**config.mk**
```make
export PLATFORM = sky130hd
export DESIGN_NAME = st_logic_arbiter
export DESIGN_NICKNAME = d
export VERILOG_FILES = /design/src/rtl/st_logic_pkg.sv /design/src/rtl/st_logic_alu.sv /design/src/rtl/st_logic_arbiter.sv
export SDC_FILE = /design/constraint.sdc
export NUM_CORES = 1
export LEC_CHECK = 0
export CAP_MARGIN = 20
export CORE_AREA = 2 2 133 135
export CTS_CLUSTER_SIZE = 16
export DETAILED_ROUTE_END_ITERATION = 12
export DIE_AREA = 0 0 135 137
export HOLD_SLACK_MARGIN = 0.08
export PLACE_DENSITY_LB_ADDON = 0.15
export SETUP_SLACK_MARGIN = 0.02
export SYNTH_ARGS = -nofsm -noshare
export SYNTH_HDL_FRONTEND = slang
export SYNTH_HIERARCHICAL = 1
export SYNTH_SLANG_ARGS = --single-unit
```
**constraint.sdc**
```tcl
create_clock -name clock_clk -period 2.7 [get_ports clock_clk]
set_input_delay 0.27 -clock clock_clk [delete_from_list [all_inputs] [get_ports clock_clk]]
set_output_delay 0.27 -clock clock_clk [all_outputs]
set_load 0.05 [all_outputs]
```
**src/rtl/st_logic_pkg.sv**
```systemverilog
// Shared types and request-field layout for the two-requester bitwise-logic arbiter.
package st_logic_pkg;

  typedef enum logic [1:0] {
    OP_OR   = 2'd0,
    OP_AND  = 2'd1,
    OP_XOR  = 2'd2,
    OP_PASS = 2'd3
  } op_e;

  typedef enum logic {
    IDLE = 1'b0,
    HOLD = 1'b1
  } state_e;

  localparam int unsigned N_DEFAULT = 32;

  // Request word layout: {op[1:0], A[N-1:0], B[N-1:0]}
  function automatic int unsigned req_width(input int unsigned n);
    return 2 * n + 2;
  endfunction

  function automatic int unsigned b_lsb(input int unsigned n);
    return 0 * n;
  endfunction

  function automatic int unsigned a_lsb(input int unsigned n);
    return n;
  endfunction

  function automatic int unsigned op_lsb(input int unsigned n);
    return 2 * n;
  endfunction

  localparam int unsigned REQ_W_DEFAULT  = req_width(N_DEFAULT);
  localparam int unsigned OP_LSB_DEFAULT = op_lsb(N_DEFAULT);
  localparam int unsigned A_LSB_DEFAULT  = a_lsb(N_DEFAULT);
  localparam int unsigned B_LSB_DEFAULT  = b_lsb(N_DEFAULT);

endpackage

```
**src/rtl/st_logic_alu.sv**
```systemverilog
// Combinational bitwise-logic unit; the arbiter registers its result.
module st_logic_alu
  import st_logic_pkg::*;
#(
  parameter int unsigned N = 32
) (
  input  op_e          op,
  input  logic [N-1:0] a,
  input  logic [N-1:0] b,
  output logic [N-1:0] result
);

  always_comb begin
    result = '0;
    unique case (op)
      OP_OR:   result = a | b;
      OP_AND:  result = a & b;
      OP_XOR:  result = a ^ b;
      OP_PASS: result = a;
    endcase
  end

endmodule

```
**src/rtl/st_logic_arbiter.sv**
```systemverilog
// Round-robin arbiter sharing one registered logic unit between two Avalon-ST requesters.
module st_logic_arbiter
  import st_logic_pkg::*;
#(
  parameter int unsigned N = 32
) (
  input  logic                clock_clk,
  input  logic                reset_reset_n,
  input  logic [2*N+1:0]      asi_req0_data,
  input  logic                asi_req0_valid,
  output logic                asi_req0_ready,
  input  logic [2*N+1:0]      asi_req1_data,
  input  logic                asi_req1_valid,
  output logic                asi_req1_ready,
  output logic [N-1:0]        aso_rsp0_data,
  output logic                aso_rsp0_valid,
  input  logic                aso_rsp0_ready,
  output logic [N-1:0]        aso_rsp1_data,
  output logic                aso_rsp1_valid,
  input  logic                aso_rsp1_ready,
  output logic                busy
);

  localparam int unsigned OP_LSB = op_lsb(N);
  localparam int unsigned A_LSB  = a_lsb(N);
  localparam int unsigned B_LSB  = b_lsb(N);

  state_e         state, state_nxt;
  logic           rr;
  logic           owner;
  logic           gnt_vld;
  logic           gnt_idx;
  logic [2*N+1:0] sel_req;
  logic [N-1:0]   alu_res;
  logic           accept;
  logic           release_rsp;

  // Grant depends only on sink valids and rr; response readies never feed it.
  always_comb begin
    gnt_vld = asi_req0_valid | asi_req1_valid;
    gnt_idx = 1'b0;
    if (asi_req0_valid && asi_req1_valid) gnt_idx = rr;
    else if (asi_req1_valid)              gnt_idx = 1'b1;
  end

  assign sel_req = gnt_idx ? asi_req1_data : asi_req0_data;

  st_logic_alu #(.N(N)) u_alu (
    .op     (op_e'(sel_req[OP_LSB +: 2])),
    .a      (sel_req[A_LSB +: N]),
    .b      (sel_req[B_LSB +: N]),
    .result (alu_res)
  );

  assign accept      = (state == IDLE) && gnt_vld;
  assign release_rsp = (state == HOLD) &&
                       (owner ? (aso_rsp1_valid && aso_rsp1_ready)
                              : (aso_rsp0_valid && aso_rsp0_ready));

  always_ff @(posedge clock_clk or negedge reset_reset_n) begin
    if (!reset_reset_n) state <= IDLE;
    else                state <= state_nxt;
  end

  always_comb begin
    state_nxt = state;
    unique case (state)
      IDLE: if (accept)      state_nxt = HOLD;
      HOLD: if (release_rsp) state_nxt = IDLE;
    endcase
  end

  always_comb begin
    asi_req0_ready = 1'b0;
    asi_req1_ready = 1'b0;
    busy           = 1'b0;
    unique case (state)
      IDLE: begin
        asi_req0_ready = gnt_vld && !gnt_idx;
        asi_req1_ready = gnt_vld &&  gnt_idx;
      end
      HOLD: busy = 1'b1;
    endcase
  end

  always_ff @(posedge clock_clk or negedge reset_reset_n) begin
    if (!reset_reset_n) begin
      rr             <= 1'b0;
      owner          <= 1'b0;
      aso_rsp0_data  <= '0;
      aso_rsp0_valid <= 1'b0;
      aso_rsp1_data  <= '0;
      aso_rsp1_valid <= 1'b0;
    end else if (accept) begin
      rr    <= ~gnt_idx;
      owner <= gnt_idx;
      if (gnt_idx) begin
        aso_rsp1_data  <= alu_res;
        aso_rsp1_valid <= 1'b1;
      end else begin
        aso_rsp0_data  <= alu_res;
        aso_rsp0_valid <= 1'b1;
      end
    end else if (release_rsp) begin
      if (owner) aso_rsp1_valid <= 1'b0;
      else       aso_rsp0_valid <= 1'b0;
    end
  end

endmodule

```
==> flow_summary.json <==
{
  "status": "completed",
  "maxSlewViolCount": 0,
  "path_clk_slew_ns": 0.06,
  "wl_per_cell_um": 16.1,
  "dieArea_um2": 18500,
  "setup_tns_ns": 0,
  "ir_drop_mv": 0.612,
  "diodes": 0,
  "synth_nets": 636,
  "p_total_mw": 8.41,
  "fillers": 1509,
  "synthSimpleGateAreaFrac_pct": 1.22,
  "cp-end-kind": "flip-flop",
  "place.gp.congestion": 0.769,
  "grt_max_degree": 70,
  "fin_crit_sh_pct": 94.1,
  "clk_latency_ns": 0.33,
  "synth_area_per_cell_um2": 13.5,
  "finalNetCount": 841,
  "cts_setup_buffers": 0,
  "wl_um": 14000,
  "netlist_area_um2": 5850,
  "viasPerCell": 4.55,
  "ys_seq_elements": 69,
  "grt_pass1_wl_um": 22100,
  "fmax_mhz": 394,
  "synth_cells": 434,
  "finalSetupViolCount": 0,
  "hp-class": "input port to async pin",
  "cts_tree": "yes",
  "path_max_fanout": 29,
  "post_cts_resized": 0,
  "cts.sinks": 69,
  "cp.arrival_ns": 2.76,
  "leakagePower_nw": 4.03,
  "die_w_um": 135,
  "fin_skew_ns": 0.00444,
  "final_util_pct": 49.2,
  "area_growth_pct": 43.5,
  "seq_area_frac_synth_pct": 29.5,
  "drc": 0,
  "place_area_um2": 8110,
  "h-tree-depth": 3,
  "drt-pass1-iter-count": 6,
  "ctsHoldBuffers": 0,
  "post-dp-hpwl_um": 10500,
  "criticalPathCategory": "flip-flop to flip-flop",
  "port-buffer-count": 206,
  "io_pins": 207,
  "start_util_pct": 34.3,
  "rsz0062_at_grt": "no",
  "synth_compound_area_share_pct": 0.770,
  "post_synth_fa_ha_maj_area_fraction_pct": 13.7,
  "hold_violations": 0,
  "cts-buffers-inserted": 9,
  "final_common_cell": "clkdlybuf4s50_1",
  "design_area_um2": 8400,
  "drtIter0Drc": 149,
  "tightest_slew_ns": 0.919,
  "ant_nets": 0,
  "ys_types": 25,
  "synth-xor-area-share_pct": 0,
  "worstPathRequired_ns": 2.92,
  "muxShareOfSynthArea_pct": 43.9,
  "slew_headroom_pct": 38.7,
  "synth_top_family_by_area": "multiplexers",
  "synthArstFlopShare_pct": 100,
  "cts_root_buffer": "clkbuf_16",
  "vias": 3952,
  "drive_above_1_share_pct": 30.0,
  "ff2ff_setup_slack_ns": 0.16,
  "cap_violations": 0,
  "cp-start-kind": "flip-flop",
  "core-area_um2": 17100,
  "final_cell_mix": "203 x clkdlybuf4s50_1, 98 x inv_1, 95 x mux2_4",
  "cts.path.max_buffers": 2,
  "reg2reg_depth": 8,
  "p_per_area_nw_per_um2": 1000,
  "grt-ovfl-total": 0,
  "fin_hold_ws_ns": 0.0665,
  "grt_pass1_vias": 4320,
  "antenna_found_initial": 0,
  "fp-row-count": 48,
  "grt_usage_pct": 15.6,
  "synthFlopType": "dfrtp_1",
  "synth_edf_count": 0,
  "yosysWarnings": 6,
  "fin_crit_ns": 2.54,
  "die_y_um": 137
}
## synth_stat cells (2+ instances only)
cell	instances	area, µm²
inv_1	98	368
mux2_4	95	1430
dfrtp_1	69	1730
ha_1	64	801
mux2_2	35	394
mux4_2	28	631
buf_6	13	146
buf_12	4	80.1
mux4_1	4	105
a21o_1	3	22.5
buf_4	3	22.5
buf_2	2	10.0
nand2_1	2	7.51
nand2b_1	2	12.5
nand3_1	2	10.0
## routing by layer
layer	vias up	track usage, %	share of wire [%]
li1	1881	-	-
met5	-	0	0
met3	17	3.89	6.3
met1	1946	17.1	39
met4	0	5.73	1.8
met2	108	29.2	53
## sequential cells by signal (all words and copies together) (netlist names)
signal	flops
aso_rsp0_data	32
aso_rsp1_valid	1
aso_rsp1_data	32
aso_rsp0_valid	1
state	1
owner	1
rr	1
## power breakdown
part           internal [mW]  switching, mW  leakage (nW)
combinational           2.41           2.92          3.06
sequential              1.57          0.329         0.817
clock                  0.710          0.474         0.145
total                   4.68           3.73          4.03
## path summary, 6_finish.rpt
check,startpoint,endpoint
setup / recovery,rr,aso_rsp0_data[31]
hold / removal,reset_reset_n,aso_rsp0_data[26]
setup reg to reg,rr,aso_rsp0_data[31]
hold reg to reg,rr,rr
max in group asynchronous,reset_reset_n,aso_rsp0_data[10]
min in group clock_clk,rr,rr
## metrics by stage
step / setup slack, ns / instances
after floorplan: 0.259 / 434
after global placement: -0.0756 / 853
after detailed placement: -0.134 / 853
after CTS: 0.144 / 869
after global routing: 0.0465 / 869
final: 0.160 / 869
## critical path, cell delays in order, from the launching register on
cell	delay [ns]
dfrtp_1	0.40
nand2b_1	0.20
nand2_4	0.12
buf_12	0.23
mux2_2	0.38
inv_1	0.07
ha_1	0.23
mux4_1	0.51
mux2_4	0.27
## cells by family (layout without fill, tap and decap cells)
group	after synthesis	in the layout
AO/OA/AOI/OAI	6	6
adder cells (fa/ha/maj)	64	64
buffers and inverters	121	331
flip-flops	69	69
multiplexers	163	163
AND/OR/NAND/NOR	11	11
## area by class of cell
class	instances	area, µm²	share of cell area (%)
multi-input cells	244	3490	41.6
repair buffers	217	2240	26.6
flip-flops and latches	69	1730	20.6
inverters	98	368	4.38
well taps	225	282	3.35
clock buffers	9	225	2.68
clock inverters	7	66.3	0.790
(Power assumes the default switching activity.)
